### src/rtl/mem_arbiter.sv
// Two-requester round-robin arbiter and access sequencer for the single-ported main memory.
// Owns MAR/MBR_W/write, holds them for MEM_LAT cycles, then returns done plus read data.
module mem_arbiter #(
  parameter int BITS_DATA = 32,
  parameter int BITS_ADDR = 16,
  parameter int MEM_LAT   = 1
) (
  input  logic                 clk,
  input  logic                 reset,
  input  logic                 i_req0,
  input  logic                 i_we0,
  input  logic [BITS_ADDR-1:0] i_addr0,
  input  logic [BITS_DATA-1:0] i_wdata0,
  output logic                 o_gnt0,
  output logic                 o_done0,
  input  logic                 i_req1,
  input  logic                 i_we1,
  input  logic [BITS_ADDR-1:0] i_addr1,
  input  logic [BITS_DATA-1:0] i_wdata1,
  output logic                 o_gnt1,
  output logic                 o_done1,
  output logic [BITS_DATA-1:0] o_rdata,
  output logic                 o_busy,
  output logic [BITS_ADDR-1:0] o_MAR,
  output logic [BITS_DATA-1:0] o_MBR_W,
  output logic                 o_write,
  input  logic [BITS_DATA-1:0] i_MBR_R
);

  typedef enum logic {IDLE, BUSY} state_t;

  localparam logic [3:0] CNT_INIT = 4'(MEM_LAT - 1);

  state_t               r_state;
  logic                 r_last;
  logic [3:0]           r_cnt;
  logic                 r_weLat;

  logic                 w_anyReq;
  logic                 w_winner;
  logic                 w_weSel;
  logic [BITS_ADDR-1:0] w_addrSel;
  logic [BITS_DATA-1:0] w_wdataSel;

  // On a tie the requester that did not win last time goes next; r_last=1 after reset favours requester 0.
  always_comb begin
    w_anyReq = i_req0 | i_req1;
    if (i_req0 && i_req1) begin
      w_winner = ~r_last;
    end else begin
      w_winner = i_req1;
    end
    w_addrSel  = w_winner ? i_addr1  : i_addr0;
    w_wdataSel = w_winner ? i_wdata1 : i_wdata0;
    w_weSel    = w_winner ? i_we1    : i_we0;
  end

  always_ff @(posedge clk) begin
    if (reset) begin
      r_state <= IDLE;
      r_last  <= 1'b1;
      r_cnt   <= 4'd0;
      r_weLat <= 1'b0;
      o_gnt0  <= 1'b0;
      o_gnt1  <= 1'b0;
      o_done0 <= 1'b0;
      o_done1 <= 1'b0;
      o_rdata <= '0;
      o_busy  <= 1'b0;
      o_MAR   <= '0;
      o_MBR_W <= '0;
      o_write <= 1'b0;
    end else begin
      case (r_state)
        IDLE: begin
          o_done0 <= 1'b0;
          o_done1 <= 1'b0;
          if (w_anyReq) begin
            o_MAR   <= w_addrSel;
            o_MBR_W <= w_wdataSel;
            o_write <= w_weSel;
            r_weLat <= w_weSel;
            o_gnt0  <= ~w_winner;
            o_gnt1  <= w_winner;
            r_last  <= w_winner;
            r_cnt   <= CNT_INIT;
            o_busy  <= 1'b1;
            r_state <= BUSY;
          end else begin
            o_gnt0  <= 1'b0;
            o_gnt1  <= 1'b0;
            o_write <= 1'b0;
          end
        end
        BUSY: begin
          o_gnt0 <= 1'b0;
          o_gnt1 <= 1'b0;
          if (r_cnt != 4'd0) begin
            r_cnt <= r_cnt - 4'd1;
          end else begin
            // r_last still names the owner of the access in flight.
            o_done0 <= ~r_last;
            o_done1 <= r_last;
            o_write <= 1'b0;
            o_busy  <= 1'b0;
            r_state <= IDLE;
            if (!r_weLat) begin
              o_rdata <= i_MBR_R;
            end
          end
        end
        default: begin
          r_state <= IDLE;
        end
      endcase
    end
  end

endmodule

### config.mk
export PLATFORM = sky130hd
export DESIGN_NAME = mem_arbiter
export DESIGN_NICKNAME = d
export VERILOG_FILES = /design/src/rtl/mem_arbiter.sv
export SDC_FILE = /design/constraint.sdc
export NUM_CORES = 1
export LEC_CHECK = 0
export ABC_AREA = 1
export BUFFER_PORTS_ARGS = -buffer_cell sky130_fd_sc_hd__buf_2
export CELL_PAD_IN_SITES_DETAIL_PLACEMENT = 0
export CELL_PAD_IN_SITES_GLOBAL_PLACEMENT = 1
export CORE_UTILIZATION = 33
export CTS_BUF_LIST = sky130_fd_sc_hd__clkbuf_2 sky130_fd_sc_hd__clkbuf_4 sky130_fd_sc_hd__clkbuf_8
export DETAILED_ROUTE_END_ITERATION = 16
export PLACE_DENSITY_LB_ADDON = 0.1
export SYNTH_ARGS = -nofsm -noshare
export SYNTH_HDL_FRONTEND = slang
export SYNTH_SLANG_ARGS = --single-unit
### constraint.sdc
create_clock -name clk -period 2.2 [get_ports clk]
set_clock_uncertainty 0.15 [all_clocks]
set_input_delay 0.44 -clock clk [delete_from_list [all_inputs] [get_ports clk]]
set_output_delay 0.44 -clock clk [all_outputs]
set_load 0.005 [all_outputs]
==> impl_metrics.csv, run 1 <==
group,metric,value,unit
clock_network,postCtsSetupRepairBufs,0,
clock_network,htree_levels,3,
clock_network,path_clk_slew,0.09,ns
hold_path,hp-start,"i_wdata1[13]",
routing,dr.pass1.iters,4,
placement,io_buffers,219,
sta,final.period_utilization,81.9,%
routing,wirelength,10.9,mm
floorplanning,fp.dieH,109,microns
yosys,synth_area,3790,sq um
sta,setup_viol,0,
yosys,yosysWarnings,0,
yosys,yosysTopAreaCell,"dfxtp_1",
power_and_ir_drop,p_leak,0.00241,uW
setup_path,cp.required,2.33,ns
clock_network,cts_buffer_depth,2,
final_layout,drive_above_1_share,40.3,%
clock_network,cts_tree,"yes",
yosys,netlist_top_cells_count,"nand2_1 (97), dfxtp_1 (93), nor2_1 (52)",
yosys,ys_async_sr_fraction,0,%
global_routing,antenna_found_initial,0,
routing,antenna_left,0,
routing,drt-initial-drc-count,208,
final_layout,num-nets-final,811,
global_routing,grt_max_degree,52,
placement,place_inst,804,
placement,place_hpwl,7.64,mm
floorplanning,die_w,109,microns
setup_path,worstSetupPathType,"flip-flop to flip-flop",
routing,drcViolationCount,0,
floorplanning,start_util,34.4,%
setup_path,crit_arrival,1.93,ns
sta,slew_headroom,57.7,%
yosys,syn_inst,472,
job,drv_cap,0,
setup_path,critPathMaxFanout,32,
final_layout,fin_area,5150,sq um
power_and_ir_drop,power.density,803,nW/um^2
setup_path,cp-end-kind,"flip-flop",
yosys,seq_area_frac_synth,49.1,%
placement,place_area,4920,sq um
sta,slew_violations,0,
setup_path,crit_start,"r_cnt[0]",
final_layout,area_growth,35.8,%
final_layout,antenna_cells,0,
hold_path,min_to,"o_MBR_W[13]",
setup_path,worstSetupStartpointType,"flip-flop",
floorplanning,row_count,38,
clock_network,clock_latency,0.35,ns
clock_network,numClockSinks,93,
sta,tns,0,ns
floorplanning,core,11000,sq um
power_and_ir_drop,ir_worst_vdd,310,uV
routing,routedWlPerCell,13.3,microns
yosys,yosysTopAreaCellShare,49.1,%
yosys,syn-mean-instance-area,8.03,sq um
routing,num_vias,3869,
setup_path,r2r_slack,0.40,ns
setup_path,rr_worst_depth,7,
sta,rsz0062_at_grt,"no",
final_layout,final_cells,820,
clock_network,cts.repair.resized,0,
yosys,synth_edf_count,0,
global_routing,gr-total-overflow,0,
global_routing,grt_pass1_vias,3550,
status,run_status,"completed",
power_and_ir_drop,power.total,4130,uW
sta,finalHoldViolCount,0,
hold_path,worst_hold_path.num_cells,3,
clock_network,numCtsBuffers,9,
routing,viasPerCell,4.72,
placement,gp_congestion,0.755,
yosys,synthesis.nets,608,
floorplanning,dieArea,11900,sq um
sta,worstMarginPinSlew,0.633,ns
yosys,ys_ff_latch,93,
floorplanning,io_pins,220,
hold_path,hold_class,"input pin to flip-flop",
yosys,synth.most_common_cell,"nand2_1",
sta,max_freq,555,MHz
global_routing,grtUsageTotal,18.2,%
clock_network,cts_root_buffer,"clkbuf_8",
yosys,synth.area.top_cells,"dfxtp_1 (49%), nand2_1 (9.6%), o21ai_0 (5.7%)",
setup_path,worstReg2RegEnd,"o_rdata[5]",
sta,post-route-min-period,1.80,ns
yosys,ys_types,26,
clock_network,hold_buffers,0,
yosys,ys.flop_type,"dfxtp_1",
setup_path,r2r-start,"r_cnt[0]",
global_routing,grt_pass1_wl,16.8,mm
-- registers in the layout, indices dropped and copies added, names as in the netlist --
| register | flops |
|---|---|
| o_MAR | 16 |
| o_MBR_W | 32 |
| o_busy | 1 |
| o_done0 | 1 |
| o_done1 | 1 |
| o_gnt0 | 1 |
| o_gnt1 | 1 |
| o_rdata | 32 |
| o_write | 1 |
| r_cnt | 4 |
| r_last | 1 |
| r_state | 1 |
| r_weLat | 1 |
-- stage by stage --
step           setup slack, ns  utilization, %  hold slack, ns
2_1_floorplan            0.769               -           0.283
3_3_place_gp             0.441            44.6           0.288
3_5_place_dp             0.414            44.6           0.293
4_1_cts                  0.396            46.7           0.165
5_1_grt                  0.214            46.7           0.170
6_report                 0.399            46.7           0.176
-- power breakdown --
part	switching [uW]	total, uW	internal (uW)
clock	593	1310	712
combinational	494	869	376
sequential	93.8	1960	1860
total	1180	4130	2950
-- logic make-up after synthesis --
logic type / count (synthesis) / share of synthesized area [%]
adder cells (fa/ha/maj): 2 / 0.660
buffers and inverters: 41 / 7.39
AO/OA/AOI/OAI: 142 / 21.0
flip-flops: 93 / 49.1
AND/OR/NAND/NOR: 194 / 21.8
-- worst max path at each step --
| stage | endpoint |
|---|---|
| after global routing | o_rdata[1] |
| after detailed placement | o_MAR[4] |
| after global placement | r_cnt[2] |
| final | o_rdata[5] |
| after floorplan | r_cnt[1] |
| after CTS | o_rdata[5] |
-- placed cells by master, fill, tap and decap left out, types with 2 or more instances in the layout --
cell type	instances
bufinv_16	2
buf_4	3
buf_12	4
clkinv_2	2
a21oi_1	40
o21ai_1	37
o21ai_0	43
nor2_1	52
o21ai_2	20
ha_1	2
nor3_1	2
buf_2	219
clkbuf_8	11
dfxtp_1	93
nand3_1	35
inv_1	4
nand2_2	3
nand2_1	97
nor2_8	2
-- routing by layer --
layer / share of wire [%] / routed length, microns / track usage [%] / vias up
met2: 46 / 5060 / 29.8 / 139
met1: 42 / 4600 / 21.2 / 1733
met4: 2.8 / 307 / 8.95 / 0
met3: 8.6 / 939 / 5.98 / 22
met5: 0 / 0 / 0 / -
li1: - / - / - / 1975
-- critical path, cell delays in order, from the launching register on --
cell and delay, ns:
dfxtp_1 0.37, inv_1 0.08, ha_1 0.22, nand2_2 0.13, nor2_8 0.04, nand2_2 0.46, nand2_1 0.10, a21oi_1 0.16
-- cell type report --
class | instances | area, sq um
fill | 1156 | 5880
sequential | 93 | 1860
multi-input combinational | 338 | 1650
timing repair buffer | 226 | 1200
tap | 140 | 175
clock buffer | 12 | 159
clock inverter | 4 | 70.1
inverter | 7 | 33.8
Note: power is estimated with default switching activity, not from simulation.
==> inputs of run 2 (changes only) <==
- CORE_UTILIZATION: 33 -> 31
- clock period: 2.2 -> 1.7 ns (I/O delays scaled with it)
==> run 2 against run 1 <==
Net effect: core utilization decreased by 3.2 points; sequential share of layout area is 0.37 points lower; sequential cell count stayed put; final area rose by 1.0%; routed wire length grew 7.5%; largest cell class unchanged.
==> impl_metrics.csv, run 2 (synthesis gave the netlist of run 1 again) <==
group,metric,value,unit
final_layout,drive_above_1_share,41.4,%
final_layout,multiInputGateArea,1670,sq um
placement,place_hpwl,8.15,mm
floorplanning,dieArea,12700,sq um
clock_network,cts_root_buffer,"clkbuf_8",
placement,io_buffers,219,
global_routing,grt_pass1_vias,3738,
setup_path,cp_slowest_stage_delay,0.38,ns
global_routing,grt_pass1_wl,18.7,mm
status,run_status,"completed",
power_and_ir_drop,p_leak,0.00244,uW
setup_path,cp-end-kind,"flip-flop",
final_layout,ff_latch_area,1860,sq um
sta,worstMarginPinSlew,0.552,ns
clock_network,path_clk_slew,0.09,ns
hold_path,hold_class,"input pin to flip-flop",
final_layout,num-nets-final,824,
power_and_ir_drop,power.density,985,nW/um^2
setup_path,cp.required,1.85,ns
job,drv_cap,0,
final_layout,final_cells,840,
routing,viasPerCell,4.66,
placement,gp_congestion,0.728,
routing,routedWlPerCell,14.0,microns
clock_network,cts_tree,"yes",
setup_path,crit_arrival,1.73,ns
placement,place_inst,822,
global_routing,antenna_found_initial,1,
global_routing,grtUsageTotal,18.8,%
sta,fin_ws,0.125,ns
clock_network,hold_buffers,0,
floorplanning,start_util,31.7,%
final_layout,antenna_cells,0,
sta,final.period_utilization,92.6,%
sta,max_freq,635,MHz
clock_network,numCtsBuffers,9,
sta,post-route-min-period,1.58,ns
setup_path,worstSetupPathType,"flip-flop to flip-flop",
floorplanning,row_count,40,
power_and_ir_drop,ir_worst_vdd,382,uV
clock_network,cts_buffer_depth,2,
final_layout,area_growth,37.2,%
routing,num_vias,3918,
routing,dr.pass1.iters,6,
routing,drt-initial-drc-count,233,
clock_network,numClockSinks,93,
final_layout,final_common_cell,"buf_2",
final_layout,fill_cells,1254,
sta,slew_violations,0,
sta,setup_viol,0,
routing,drcViolationCount,0,
routing,antenna_left,0,
global_routing,gr-total-overflow,0,
final_layout,final_cell_mix,"buf_2 (219), nand2_1 (97), dfxtp_1 (93)",
clock_network,clock_latency,0.37,ns
sta,slew_headroom,63.1,%
sta,finalHoldViolCount,0,
routing,wirelength,11.7,mm
floorplanning,die_w,113,microns
setup_path,crit_slowest_cell,"dfxtp_1",
global_routing,grt_max_degree,42,
sta,rsz0062_at_grt,"yes",
floorplanning,io_pins,220,
final_layout,top_regs,"o_MBR_W (32), o_rdata (32), o_MAR (16)",
floorplanning,fp.dieH,113,microns
placement,place_area,5000,sq um
sta,tns,0,ns
clock_network,htree_levels,3,
setup_path,cp_cell_sequence,"inv_1, ha_1, nand2_2, nand2_1, or2_2, a21oi_1",
setup_path,critPathMaxFanout,5,
placement,pre_cts_slack,-0.362,ns
final_layout,utilization,43.5,%
final_layout,fin_area,5200,sq um
setup_path,worstSetupStartpointType,"flip-flop",
floorplanning,core,12000,sq um
## run 2: power by group
part	total [uW]	switching (uW)	leakage [uW]	internal [uW]
Sequential	2530	119	0.000765	2410
Clock	1400	774	0.0000956	621
Combinational	1200	670	0.00158	529
## run 2: critical path: cells and delay by family, from the launching register on
kind | cells | cell delay [ns]
AND/OR/NAND/NOR | 3 | 0.56
flip-flops | 1 | 0.38
buffers and inverters | 1 | 0.08
AO/OA/AOI/OAI | 1 | 0.12
adder cells (fa/ha/maj) | 1 | 0.22
## run 2: per-layer routing
metal  part of all wire [%]  GRT usage (%)
met1                     42           22.0
met2                     48           31.2
met3                    7.7           6.16
met4                    2.2           8.62
met5                   0.10              0
## run 2: per-stage QoR
stage / power (uW) / hold WS, ns
3_3_place_gp: 3760 / 0.286
4_1_cts: 5210 / 0.0367
2_1_floorplan: 3260 / 0.283
6_report: 5130 / 0.0654
3_5_place_dp: 3780 / 0.292
5_1_grt: 5490 / 0.0508
## run 2: final timing paths
kind | startpoint | slack (ns) | to | depth (start not counted)
max reg2reg | r_cnt[0] | 0.12 | r_cnt[1] | 6
min | i_wdata1[15] | 0.07 | o_MBR_W[15] | 3
min reg2reg | o_MAR[14] | 0.31 | o_MAR[14] | 2
max | r_cnt[0] | 0.12 | r_cnt[1] | 6
## run 2: final cells by class
class,count,share of cell area (%)
inverters,7,0.649
multi-input cells,340,32.2
flip-flops and latches,93,35.8
repair buffers,237,24.4
well taps,147,3.54
clock buffers,12,3.05
clock inverters,4,0.433
## run 2: repair_timing
action                                  in CTS  in global routing
pin swaps                                    0                  1
gates cloned                                 1                  1
endpoints found under the setup margin      49                 22
resized for setup                            1                  6
buffers inserted                             0                  0
